--- config.mk ---
export PLATFORM = sky130hd
export DESIGN_NAME = dlfloat_dot_engine
export DESIGN_NICKNAME = d
export VERILOG_FILES = /design/src/rtl/dlfloat_dot_engine.sv
export SDC_FILE = /design/constraint.sdc
export NUM_CORES = 1
export LEC_CHECK = 0
export ABC_AREA = 1
export BUFFER_PORTS_ARGS = -buffer_cell sky130_fd_sc_hd__buf_2
export CORE_MARGIN = 3
export CORE_UTILIZATION = 35
export CTS_BUF_LIST = sky130_fd_sc_hd__clkbuf_2
export CTS_CLUSTER_DIAMETER = 100
export CTS_CLUSTER_SIZE = 40
export DETAILED_ROUTE_END_ITERATION = 16
export PLACE_DENSITY = 0.54
export SYNTH_ARGS = -nofsm -noshare
export SYNTH_HDL_FRONTEND = slang
export SYNTH_SLANG_ARGS = --single-unit
--- constraint.sdc ---
create_clock -name clk -period 11.54 [get_ports clk]
set_input_delay 2.308 -clock clk [delete_from_list [all_inputs] [get_ports clk]]
set_output_delay 2.308 -clock clk [all_outputs]
set_load 0.02 [all_outputs]
--- src/rtl/dlfloat_dot_engine.sv ---
// dlfloat_dot_engine: serial-bus DLFloat16 dot product, sum of a[i]*b[i] over a programmable length.
// Define DLF_SAT_EN to saturate exponent overflow/underflow; otherwise exponents wrap modulo 64.
module dlfloat_dot_engine #(
    parameter int BUS_W = 8,
    parameter int LEN_W = 8
) (
    input  logic             clk,
    input  logic             rst,
    input  logic             start,
    input  logic [LEN_W-1:0] cfg_len,
    input  logic [BUS_W-1:0] in_data,
    input  logic             in_valid,
    output logic             in_ready,
    output logic [BUS_W-1:0] out_data,
    output logic             out_valid,
    input  logic             out_ready,
    output logic             out_last,
    output logic             busy
);
    localparam int NCH  = 32 / BUS_W;
    localparam int NOUT = 16 / BUS_W;
    typedef enum logic [2:0] {IDLE, LOAD, MUL, ACC, EMIT} state_t;
    state_t           r_state;
    logic [31:0]      r_sh;
    logic [15:0]      r_prod, r_acc;
    logic [LEN_W-1:0] r_len, r_cnt;
    logic [3:0]       r_idx;

    function automatic logic [15:0] pack(input logic s, input logic signed [7:0] e, input logic [8:0] m);
`ifdef DLF_SAT_EN
        return (e > 8'sd62) ? {s, 6'h3E, 9'h1FF} : (e < 8'sd1) ? 16'h0000 : {s, 6'(e), m};
`else
        return {s, 6'(e), m};
`endif
    endfunction

    function automatic logic [3:0] lzc(input logic [9:0] v);
        lzc = 4'd0;
        for (int i = 0; i < 10; i++)
            if (v[i]) lzc = 4'(9 - i);
    endfunction

    logic [15:0]       w_a, w_b, w_prod;
    logic [9:0]        w_ma, w_mb;
    logic [19:0]       w_mp;
    logic [10:0]       w_mh;
    logic signed [7:0] w_pe;
    always_comb begin
        w_a    = r_sh[15:0];
        w_b    = r_sh[31:16];
        w_ma   = {1'b1, w_a[8:0]};
        w_mb   = {1'b1, w_b[8:0]};
        w_mp   = w_ma * w_mb;
        w_mh   = 11'(w_mp >> 9);
        w_pe   = 8'(w_a[14:9]) + 8'(w_b[14:9]) - 8'd31 + 8'(w_mh[10]);
        w_prod = (w_a == 16'hFFFF || w_b == 16'hFFFF) ? 16'hFFFF :
                 (w_a == 16'h0000 || w_b == 16'h0000) ? 16'h0000 :
                 pack(w_a[15] ^ w_b[15], w_pe, w_mh[10] ? w_mh[9:1] : w_mh[8:0]);
    end

    // Larger-magnitude operand sets sign and exponent; the other is aligned with truncation.
    logic              w_xbig, w_same;
    logic [15:0]       w_big, w_sml, w_sum;
    logic [9:0]        w_mbig, w_msml, w_d10;
    logic [10:0]       w_s11;
    logic [3:0]        w_lz;
    logic [8:0]        w_dm, w_sm;
    logic signed [7:0] w_se;
    always_comb begin
        w_xbig = r_acc[14:0] >= r_prod[14:0];
        w_big  = w_xbig ? r_acc : r_prod;
        w_sml  = w_xbig ? r_prod : r_acc;
        w_same = w_big[15] == w_sml[15];
        w_mbig = {1'b1, w_big[8:0]};
        w_msml = {1'b1, w_sml[8:0]} >> (w_big[14:9] - w_sml[14:9]);
        w_s11  = {1'b0, w_mbig} + {1'b0, w_msml};
        w_d10  = w_mbig - w_msml;
        w_lz   = lzc(w_d10);
        w_dm   = 9'(w_d10 << w_lz);
        w_se   = w_same ? 8'(w_big[14:9]) + 8'(w_s11[10]) : 8'(w_big[14:9]) - 8'(w_lz);
        w_sm   = w_same ? (w_s11[10] ? w_s11[9:1] : w_s11[8:0]) : w_dm;
        w_sum  = (r_acc == 16'hFFFF || r_prod == 16'hFFFF) ? 16'hFFFF :
                 (r_acc == 16'h0000) ? r_prod :
                 (r_prod == 16'h0000) ? r_acc :
                 (!w_same && w_d10 == 10'd0) ? 16'h0000 :
                 pack(w_big[15], w_se, w_sm);
    end

    always_ff @(posedge clk) begin
        if (rst) begin
            r_state   <= IDLE;
            r_sh      <= '0;
            r_prod    <= '0;
            r_acc     <= '0;
            r_len     <= '0;
            r_cnt     <= '0;
            r_idx     <= '0;
            in_ready  <= 1'b0;
            out_valid <= 1'b0;
            out_last  <= 1'b0;
            out_data  <= '0;
            busy      <= 1'b0;
        end else begin
            case (r_state)
                IDLE: if (start) begin
                    r_state  <= LOAD;
                    r_len    <= (cfg_len == '0) ? LEN_W'(1) : cfg_len;
                    r_acc    <= '0;
                    r_cnt    <= '0;
                    r_idx    <= '0;
                    in_ready <= 1'b1;
                    busy     <= 1'b1;
                end
                LOAD: if (in_valid) begin
                    r_sh  <= {in_data, r_sh[31:BUS_W]};
                    r_idx <= (r_idx == 4'(NCH - 1)) ? 4'd0 : r_idx + 4'd1;
                    if (r_idx == 4'(NCH - 1)) begin
                        r_state  <= MUL;
                        in_ready <= 1'b0;
                    end
                end
                MUL: begin
                    r_prod  <= w_prod;
                    r_state <= ACC;
                end
                ACC: begin
                    r_acc <= w_sum;
                    r_cnt <= r_cnt + LEN_W'(1);
                    if (r_cnt + LEN_W'(1) == r_len) begin
                        r_state   <= EMIT;
                        out_valid <= 1'b1;
                        out_data  <= BUS_W'(w_sum);
                        out_last  <= NOUT == 1;
                        r_idx     <= '0;
                    end else begin
                        r_state  <= LOAD;
                        in_ready <= 1'b1;
                    end
                end
                EMIT: if (out_ready) begin
                    if (out_last) begin
                        r_state   <= IDLE;
                        out_valid <= 1'b0;
                        out_last  <= 1'b0;
                        out_data  <= '0;
                        busy      <= 1'b0;
                        r_idx     <= '0;
                    end else begin
                        r_idx    <= r_idx + 4'd1;
                        out_data <= BUS_W'(r_acc >> (BUS_W * (r_idx + 4'd1)));
                        out_last <= r_idx + 4'd2 == 4'(NOUT);
                    end
                end
                default: r_state <= IDLE;
            endcase
        end
    end
endmodule

== Word-level counts from Yosys, hierarchy flattened ==
Cells that the tools add are included.

* Add/subtract/negate cells: 12
* Multiply operators: 1
* Magnitude comparators: 1
* Eq/ne operators: 20
* Shift-type cells: 3
* Muxes and demuxes: 59
* Bitwise operators: 1
* Reductions and logical operators: 27

{| class="wikitable"
|+ Operators by type and width
! kind !! count
|-
| $mux 16 || 9
|-
| $eq 16x16->1 const B || 4
|-
| $logic_not 16->1 || 4
|-
| $mux 4 || 16
|-
| $mux 8 || 5
|-
| $pmux 16 s2 || 1
|-
| $pmux 8 s2 || 2
|-
| $mux 9 || 3
|-
| $mul 10x10->20 || 1
|-
| $mux 3 || 6
|-
| $pmux 4 s4 || 1
|-
| $shr 16x8->8 || 1
|-
| $ge 15x15->1 || 1
|-
| $pmux 3 s5 || 1
|-
| $reduce_and 5->1 || 3
|-
| $ne 2x2->1 const B || 7
|-
| $add 6x1->6 || 2
|-
| $add 10x10->11 || 1
|-
| $logic_not 10->1 || 1
|-
| $mux 1 || 10
|-
| $shl 10x4->9 || 1
|-
| $shr 10x6->10 || 1
|-
| $sub 10x10->10 || 1
|-
| $add 8x1->8 const B || 1
|-
| other kinds (29) || 41
|}

* Bits in registers: 99
* Word-level logic and storage cells: 137

== Depth between registers and ports, before layout ==
Gate-level depths: netlist of run 1.

* Word-level depth: 23
* Gate-level depth with buffers: 55

== Worst setup path after synthesis of run 1 ==
No wires, ideal clock.

* Path type: register to register
* From: register r_sh[19]
* To: register r_prod[14]
* Library setup time: 95 ps
* Arrival: 6481 ps
* Data required time: 11445 ps
* Setup slack: 4963 ps
* Cell stages (with the launch flop): 32
* Clock period less this slack: 6577 ps
* Cells stage by stage: dfxtp_1 > clkbuf_1 > nand2_1 > fa_1 > inv_1 > fa_1 > fa_1 > fa_1 > fa_1 > ha_1 > a21oi_1 > o221ai_1 > nand2_1 > o2111ai_1 > a21o_1 > a21o_1 > a21oi_1 > nand2_1 > nand2_1 > clkbuf_1 > ha_1 > inv_1 > ha_1 > a21oi_1 > nor2_1 > nor2_1 > nor2_1 > o21ai_0 > nand2_1 > a21oi_1 > o21ai_0 > a221oi_1

* Word-level cells in the longest chain between the ends: 4
* Elaborated cells between the ends (all ways): 8
* Those cells by class: add/sub (1); mul (1); eq/ne (1); mux (2); reduce/logical (3)

{| class="wikitable"
|+ Ends and longest elaborated chain
! element !! RTL line !! source
|-
| start, declared || 24 || <nowiki>logic [31:0] r_sh;</nowiki>
|-
| start signal, assigned || 115 || <nowiki>r_sh <= {in_data, r_sh[31:BUS_W]};</nowiki>
|-
| $mul 10x10->20 / $logic_not 16->1 (equally long branches) || 53, 57 ||
|-
| $add 6x1->6 / $logic_or 1x1->1 (equally long branches) || 55, 57 ||
|-
| $mux 16 || 57 || <nowiki>(w_a == 16'h0000 || w_b == 16'h0000) ? 16'h0000 :</nowiki>
|-
| $mux 16 (*) || 56 || <nowiki>w_prod = (w_a == 16'hFFFF || w_b == 16'hFFFF) ? 16'hFFFF :</nowiki>
|-
| end signal, assigned || 123 || <nowiki>r_prod <= w_prod;</nowiki>
|-
| end, declared || 25 || <nowiki>logic [15:0] r_prod, r_acc;</nowiki>
|}

Mark *: on every way between the ends. The rest lies on a longest branch, timed or not.
A chain may end at the register's enable or synchronous reset.

== Worst setup path after layout of run 1 ==
* From: register r_prod[9]
* To: register r_acc[14]

* Word-level cells in the longest chain between the ends: 22
* Elaborated cells between the ends (all ways): 34
* Those cells by class: add/sub (5); order compare (1); eq/ne (3); shift (1); mux (18); reduce/logical (6)

{| class="wikitable"
|+ Ends and longest elaborated chain
! element !! RTL line !! source
|-
| $ge 15x15->1 || 70 || <nowiki>w_xbig = r_acc[14:0] >= r_prod[14:0];</nowiki>
|-
| $mux 16 (on tied branches) || 71, 72 ||
|-
| $sub 6x6->6 || 75 || <nowiki>w_msml = {1'b1, w_sml[8:0]} >> (w_big[14:9] - w_sml[14:9]);</nowiki>
|-
| $shr 10x6->10 || 75 ||
|-
| $sub 10x10->10 || 77 || <nowiki>w_d10 = w_mbig - w_msml;</nowiki>
|-
| $mux 4 (10 in series) || 40 || <nowiki>if (v[i]) lzc = 4'(9 - i);</nowiki>
|-
| $sub 6x4->6 || 80 || <nowiki>w_se = w_same ? 8'(w_big[14:9]) + 8'(w_s11[10]) : 8'(w_big[14:9]) - 8'(w_lz);</nowiki>
|-
| $mux 6 || 80 ||
|-
| $mux 16 || 85 || <nowiki>(!w_same && w_d10 == 10'd0) ? 16'h0000 :</nowiki>
|-
| $mux 16 || 84 || <nowiki>(r_prod == 16'h0000) ? r_acc :</nowiki>
|-
| $mux 16 || 83 || <nowiki>(r_acc == 16'h0000) ? r_prod :</nowiki>
|-
| $mux 16 || 82 || <nowiki>w_sum = (r_acc == 16'hFFFF || r_prod == 16'hFFFF) ? 16'hFFFF :</nowiki>
|-
| $pmux 16 s2 || 104 || <nowiki>case (r_state)</nowiki>
|-
| end signal, assigned || 127 || <nowiki>r_acc <= w_sum;</nowiki>
|-
| end, declared || 25 ||
|}

Parallel ways exist; a longest one is shown, timed or not. The select of a mux whose other input is x is not followed.

==> flow_summary.toml, run 1 <==
[worst_setup_path]
cp.required_ns = 12.07
critPathArrivalTime_ns = 8.55
cp_common_cell = "nand2_1"
cp_slowest_cell = "xor2_1"
startpoint = "r_prod[9]$_SDFFE_PP0P_"
slowest_delay_ns = 0.78
r2r_slack_ns = 3.52
endpoint_kind = "register"
cp_max_fo = 42
path_class = "reg -> reg"
rr_startpoint = "r_prod[9]$_SDFFE_PP0P_"
start_kind = "register"

[global_routing]
grt_max_degree = 47
grt_use_total_pct = 18.4
antenna_found_initial = 1
overflow = 0
grt_pass1_wl_um = 50300
grt_pass1_vias = 9631

[floorplanning]
die_w_um = 183
num_rows = 64
dieArea_um2 = 33400
initial_core_util_pct = 35.6
die_h_um = 183
core_um2 = 30700
pin_count = 33

[sta]
setup_viol = 0
finalHoldViolCount = 0
min_period_ns = 8.02
worstMarginPinSlew_ns = 1.25
finalCritPeriodShare_pct = 69.5
clock.fmax_mhz = 125
clock_skew_ns = 0.0353
setup-tns-final_ns = 0
rsz0062_at_grt = "false"
max_slew_margin_pct = 16.6
slew_viol_final = 0

[finish]
final_nets = 1777
drive_above_1_share_pct = 7.18
design_area_um2 = 11500
syn_to_final_growth_pct = 5.37
layout.cells.non_filler = 1985
fillers = 3355

[worst_hold_path]
min_path_type = "reg -> reg"
worstHoldStart = "r_len[4]$_SDFFE_PP0P_"

[synth]
avgSynthCellArea_um2 = 6.86
synth_cell_types = 55
yosysTopAreaCell = "dfxtp_1"
yosys-top-cells-count = "366 x nand2_1, 263 x inv_1, 137 x a21oi_1"
synth-edff-count = 0
yosys.area_share.adder_pct = 24.3
netlist_area_um2 = 10900
synthTopCellsByArea = "dfxtp_1 18%, nand2_1 13%, ha_1 12%, fa_1 12%, inv_1 9.0%"
synth_most_common_cell = "nand2_1"
synth-async-reset-ratio_pct = 0
synth_top_area_share_pct = 18.2
synthMuxAreaShare_pct = 0
yosys_most_used_dff = "dfxtp_1"
synthSimpleGateAreaFrac_pct = 25.8
synth_nets = 1786
synth-compound-area-share_pct = 16.3
ys_warn_count = 0
synth_top_family_by_area = "simple AND/OR/NAND/NOR gates"
synthXorXnorAreaFrac_pct = 3.69
synthesis.instances = 1592
yosys_register_bits = 99
yosysSeqAreaShare_pct = 18.2

[clocking]
cts_resized = 0
cts_sinks = 99
cts_setup_buffers = 0
cts_tree = "done"
cts_made_buffers = 9
htreeDepth = 3
cts-root-buf = "clkbuf_2"
cts.clk_slew.worst_paths_ns = 0.30
clockBufferDepth = 2
clock_latency_ns = 0.63
postCtsHoldBufs = 0

[run]
drv_cap = 0

[route]
drt_iter0_drc = 686
via_count = 10102
vias_per_cell = 5.09
drc = 0
post_drt_wl_per_cell_um = 15.5
drt-total-wl_um = 30700
drtAntennaViolNets = 0
drt_pass1_iterations = 6

[place]
portBuffers = 32
gp_congestion = 0.902
dp_cells = 1968
postPlaceCellArea_um2 = 11400
dp_hpwl_um = 24300

[outcome]
outcome = "completed"
[layout by cell type (no fill, tap or decap), types with 4 or more instances in the layout]
master	Yosys	routed
a211oi_1	8	8
a21oi_1	137	137
a21oi_2	4	4
a221oi_1	11	11
a31oi_1	4	4
buf_2	7	32
buf_4	2	7
clkbuf_2	0	9
dfxtp_1	99	99
fa_1	65	65
ha_1	108	108
inv_1	263	263
inv_2	11	11
nand2_1	366	366
nand2_2	13	13
nand3_1	70	70
nand3_2	4	4
nand3_4	5	5
nand4_1	27	27
nor2_1	78	77
nor2_2	3	4
nor2_4	4	4
nor3_1	8	8
nor4_1	24	24
o211ai_1	6	6
o21ai_0	111	111
o21ai_1	7	7
o21bai_1	7	7
o22ai_1	10	10
or2_2	5	5
xnor2_1	13	13
xor2_1	33	33
[cell families (layout without fill, tap and decap cells)]
kind of cell             count (synthesis)  count (layout)
XOR/XNOR                                46              46
other                                    0               1
AO/OA/AOI/OAI                          319             319
AND/OR/NAND/NOR                        619             619
flip-flops                              99              99
buffers and inverters                  336             332
adder cells (fa/ha/maj)                173             173
[flip-flops by register name (all words and copies together), names as in the netlist, 3 cells and up]
signal and cells:
r_state 3, r_len 8, r_idx 4, r_sh 32, r_prod 16, r_acc 16, r_cnt 8, out_data 8
[metrics by stage]
| step | utilization, % | hold WS (ns) | setup slack, ns |
|---|---|---|---|
| after floorplan | - | 0.439 | 4.96 |
| after global placement | 37.1 | 0.459 | 3.85 |
| after detailed placement | 37.1 | 0.468 | 3.66 |
| after CTS | 37.5 | 0.494 | 3.60 |
| after global routing | 37.5 | 0.512 | 2.69 |
| final | 37.5 | 0.492 | 3.52 |
[worst max-delay path, delay by kind of cell (launching register included)]
kind / cells / cell delay [ns]
compound gates: 14 / 1.78
xor+xnor: 4 / 1.52
fa+ha+maj: 6 / 1.68
buf+inv: 6 / 0.69
flops: 1 / 0.42
simple gates: 16 / 1.81
[layout make-up]
| type | instances | area, um^2 | share of cell area, % |
|---|---|---|---|
| Inverter | 277 | 1040 | 9.04 |
| Tap cell | 396 | 495 | 4.31 |
| Clock buffer | 9 | 45.0 | 0.392 |
| Clock inverter | 7 | 81.3 | 0.707 |
| Sequential cell | 99 | 1980 | 17.2 |
| Antenna cell | 1 | 2.50 | 0.0218 |
| Timing Repair Buffer | 39 | 213 | 1.85 |
| Multi-Input combinational cell | 1157 | 7650 | 66.5 |
[per-layer routing]
| metal | global-route usage [%] | up-vias | share of wire [%] |
|---|---|---|---|
| li1 | - | 5149 | - |
| met1 | 25.9 | 4730 | 49 |
| met2 | 30.9 | 194 | 47 |
| met3 | 1.89 | 29 | 3.2 |
| met4 | 3.23 | 0 | 1.2 |
| met5 | 0 | - | 0 |
[path summary, 6_finish.rpt]
check	end	cells after the start
worst min-delay path	r_len[4]$_SDFFE_PP0P_	2
worst max-delay path	r_acc[14]$_SDFFE_PP0P_	46
worst min register to register	r_len[4]$_SDFFE_PP0P_	2
worst max register to register	r_acc[14]$_SDFFE_PP0P_	46
Power of run 1 is not shown: default switching activity piles up to over one toggle a cycle in this logic, so the estimate is an artifact.
==> run 2, diff against run 1 <==
Settings changed: PLACE_DENSITY 0.54 to 0.56.
Clock period 11.54 ns to 7.1 ns, I/O delays scaled along.
==> flow_summary.toml, run 2 (synthesized netlist as in run 1, its figures left out) <==
[clocking]
cts_made_buffers = 9
cts_tree = "done"
postCtsHoldBufs = 0
clockBufferDepth = 2
cts-root-buf = "clkbuf_2"
clock_latency_ns = 0.67
cts.clk_slew.worst_paths_ns = 0.34
htreeDepth = 3
cts_sinks = 99

[global_routing]
grt_use_total_pct = 19.1
overflow = 0
grt_max_degree = 47
antenna_found_initial = 1
grt_pass1_wl_um = 52100
grt_pass1_vias = 9986

[finish]
final_nets = 1860
layout.cells.non_filler = 2067
reg_top3 = "r_sh: 32 flops, r_acc: 16 flops, r_prod: 16 flops"
largest_reg_flops = 32
multi_input_area_um2 = 7860
syn_to_final_growth_pct = 13.0
drive_above_1_share_pct = 15.2
register_area_um2 = 2010
top_register = "r_sh"
final_common_cell = "nand2_1"
fillers = 3253
final_cell_mix = "360 x nand2_1, 260 x inv_1, 128 x a21oi_1"

[floorplanning]
die_h_um = 183
die_w_um = 183
pin_count = 33
initial_core_util_pct = 35.6
dieArea_um2 = 33400
num_rows = 64
core_um2 = 30700

[worst_setup_path]
cp_max_fo = 6
cp_common_cell = "nand2_1"
endpoint_kind = "register"
reg2reg_to = "r_acc[14]$_SDFFE_PP0P_"
startpoint = "r_prod[6]$_SDFFE_PP0P_"
critPathArrivalTime_ns = 7.38
cp_slowest_cell = "dfxtp_2"
start_kind = "register"
slowest_delay_ns = 0.40
crit_end = "r_acc[14]$_SDFFE_PP0P_"
cp.required_ns = 7.64
rr_startpoint = "r_prod[6]$_SDFFE_PP0P_"
worst_r2r_path_depth = 52
path_class = "reg -> reg"
r2r_slack_ns = 0.27

[route]
post_drt_wl_per_cell_um = 15.6
via_count = 10612
drtAntennaViolNets = 0
drt-total-wl_um = 32300
drt_iter0_drc = 746
vias_per_cell = 5.13
drt_pass1_iterations = 5
drc = 0

[place]
gp_congestion = 0.894
portBuffers = 32
dp_cells = 2031
dp_hpwl_um = 25900

[outcome]
outcome = "completed"

[sta]
rsz0062_at_grt = "true"
holdWs_ns = 0.496
min_period_ns = 6.83
clock.fmax_mhz = 146
finalHoldViolCount = 0
slew_viol_final = 0
clock_skew_ns = 0.0647
max_slew_margin_pct = 21.0
finalCritPeriodShare_pct = 96.3
worstMarginPinSlew_ns = 1.18
setup_viol = 0

[worst_hold_path]
min_path_type = "reg -> reg"

[run]
drv_cap = 0
-- run 2: timing repair --
item | 4_1_cts | 5_1_grt
pin swaps | 1 | 14
gates resized for setup | 4 | 67
cloned | 0 | 0
endpoints found under the hold margin | 0 | 0
endpoints found under the setup margin | 1 | 10
setup buffers | 0 | 20
-- run 2: metrics by stage --
| stage | utilization [%] | worst slack (ns) | cell area (um^2) | setup TNS, ns |
|---|---|---|---|---|
| after floorplan | - | 0.523 | 10900 | 0 |
| after global placement | 38.6 | 0.107 | 11800 | 0 |
| after detailed placement | 38.6 | 0.00270 | 11800 | 0 |
| after CTS | 39.0 | 0.0184 | 12000 | 0 |
| after global routing | 40.2 | -0.260 | 12300 | -0.715 |
| final | 40.2 | 0.266 | 12300 | 0 |
-- run 2: how the worst min path moves through the flow --
stage	from	end	slack [ns]	cells past startpoint
after global placement	r_len[4]$_SDFFE_PP0P_	r_len[4]$_SDFFE_PP0P_	0.46	2
after floorplan	r_len[4]$_SDFFE_PP0P_	r_len[4]$_SDFFE_PP0P_	0.44	2
after CTS	r_len[4]$_SDFFE_PP0P_	r_len[4]$_SDFFE_PP0P_	0.50	2
after detailed placement	r_len[7]$_SDFFE_PP0P_	r_len[7]$_SDFFE_PP0P_	0.47	2
final	r_len[2]$_SDFFE_PP0P_	r_len[2]$_SDFFE_PP0P_	0.50	2
after global routing	r_len[1]$_SDFFE_PP0P_	r_len[1]$_SDFFE_PP0P_	0.52	2
-- run 2: per-layer routing --
layer	vias up	part of all wire, %	track usage, %	routed length, um
met5	-	0	0	0
met4	0	1.4	3.69	454
met3	39	4.5	2.19	1460
met2	284	46	31.8	14900
met1	4979	48	26.8	15500
li1	5310	-	-	-
-- run 2: area by class of cell --
class / count / area share, %
diodes: 1 / 0.0203
repair buffers: 122 / 6.77
well taps: 396 / 4.01
multi-input cells: 1157 / 63.7
flip-flops and latches: 99 / 16.3
inverters: 277 / 8.42
clock buffers: 9 / 0.365
clock inverters: 6 / 0.456
-- run 2: critical path: cells and delay by family (launching register included) --
family / cells / cell delay (ns)
compound gates: 17 / 2.05
simple gates: 21 / 1.87
fa+ha+maj: 5 / 1.39
buf+inv: 6 / 0.53
xor+xnor: 3 / 0.50
flops: 1 / 0.40
Power of run 2 is left out for the same reason.
==> run 3, diff against run 2 <==
Settings changed: BUFFER_PORTS_ARGS -buffer_cell sky130_fd_sc_hd__buf_2 to -buffer_cell sky130_fd_sc_hd__buf_4.
==> flow_summary.toml, run 3 (synthesized netlist as in run 1, its figures left out) <==
[outcome]
outcome = "completed"

[worst_setup_path]
cp_common_cell = "nand2_1"
path_class = "reg -> reg"
crit_buf_inv = 8
start_kind = "register"
cp_top_family = "simple AND/OR/NAND/NOR gates"
cp_slowest_cell = "dfxtp_4"
endpoint_kind = "register"
slowest_delay_ns = 0.45
cp.required_ns = 7.65
cp_max_fo = 6
critPathArrivalTime_ns = 7.52

[clocking]
clockBufferDepth = 2
cts_made_buffers = 9
cts_tree = "done"
cts_sinks = 99
htreeDepth = 3
cts-root-buf = "clkbuf_2"
cts.clk_slew.worst_paths_ns = 0.31
postCtsHoldBufs = 0
clock_latency_ns = 0.64

[global_routing]
grt_max_degree = 47
grt_pass1_vias = 10129
grt_pass1_wl_um = 52700
antenna_found_initial = 1
overflow = 0
grt_use_total_pct = 19.4

[route]
drc = 0
drt-total-wl_um = 32900
vias_per_cell = 5.13
drt_iter0_drc = 851
post_drt_wl_per_cell_um = 15.8
via_count = 10656
drtAntennaViolNets = 0
drt_pass1_iterations = 6

[sta]
setup-tns-final_ns = 0
clock_skew_ns = 0.0420
slew_viol_final = 0
worstMarginPinSlew_ns = 1.13
setup_viol = 0
clock.fmax_mhz = 143
max_slew_margin_pct = 24.5
holdWs_ns = 0.492
rsz0062_at_grt = "true"
worst_slack_ns = 0.131
min_period_ns = 6.97
finalCritPeriodShare_pct = 98.2
finalHoldViolCount = 0

[run]
drv_cap = 0

[finish]
drive_above_1_share_pct = 18.0
fillers = 3259
syn_to_final_growth_pct = 16.5
final_cell_mix = "348 x nand2_1, 256 x inv_1, 130 x buf_4"
final_common_cell = "nand2_1"
top_register = "r_sh"
final_nets = 1871
multi_input_area_um2 = 8020
register_area_um2 = 2020
largest_reg_flops = 32
reg_top3 = "r_sh: 32 flops, r_acc: 16 flops, r_prod: 16 flops"

[floorplanning]
pin_count = 33
initial_core_util_pct = 35.6
num_rows = 64
die_w_um = 183
dieArea_um2 = 33400
core_um2 = 30700
die_h_um = 183

[worst_hold_path]
min_path_type = "reg -> reg"

[place]
dp_hpwl_um = 25900
dp_slack_ns = -0.00669
gp_congestion = 0.964
portBuffers = 32
run 3: cell types whose count changed in the layout (fill, tap and decap cells not counted), moves of 4 or more:
cell	previous run	this run
inv_1	260	256
nand2_2	18	29
ha_4	6	11
dfxtp_1	79	74
nand2_1	360	348
nand3_1	69	65
buf_4	90	130
ha_1	101	93
buf_2	32	0
run 3: per-layer routing:
layer	GRT usage, %	vias to the layer above	wire (um)
li1	-	5336	-
met1	27.1	4992	15500
met2	31.7	270	15100
met3	1.93	58	1310
met4	5.61	0	986
met5	0	-	0
run 3: what timing repair did:
| action | CTS | global route |
|---|---|---|
| gates resized for setup | 4 | 115 |
| setup endpoints to repair | 1 | 11 |
| buffers inserted | 2 | 34 |
| hold endpoints to repair | 0 | 0 |
| pin swaps | 1 | 55 |
run 3: layout make-up:
type | instances | share of cell area (%)
timing repair buffer | 133 | 7.94
sequential | 99 | 15.9
clock buffer | 9 | 0.354
clock inverter | 7 | 0.679
inverter | 277 | 8.21
tap | 396 | 3.89
antenna | 1 | 0.0197
multi-input combinational | 1157 | 63.0
run 3: through the flow:
step	util, %	std cells	instance area (um^2)
2_1_floorplan	-	1592	10900
3_3_place_gp	38.8	2026	11900
3_5_place_dp	38.8	2026	11900
4_1_cts	39.3	2044	12000
5_1_grt	41.5	2079	12700
6_report	41.5	2079	12700
run 3: path summary, 6_finish.rpt:
path                      startpoint                endpoint  slack (ns)  cells past startpoint
min            r_len[2]$_SDFFE_PP0P_   r_len[2]$_SDFFE_PP0P_        0.49                      2
max reg2reg  r_prod[11]$_SDFFE_PP0P_  r_acc[14]$_SDFFE_PP0P_        0.13                     52
max          r_prod[11]$_SDFFE_PP0P_  r_acc[14]$_SDFFE_PP0P_        0.13                     52
min reg2reg    r_len[2]$_SDFFE_PP0P_   r_len[2]$_SDFFE_PP0P_        0.49                      2
run 3: tightest hold or removal path, stage by stage (launching register included):
cell and delay, ns:
dfxtp_1 0.39, nand2_1 0.06, a21oi_1 0.05
Power of run 3 is left out for the same reason.
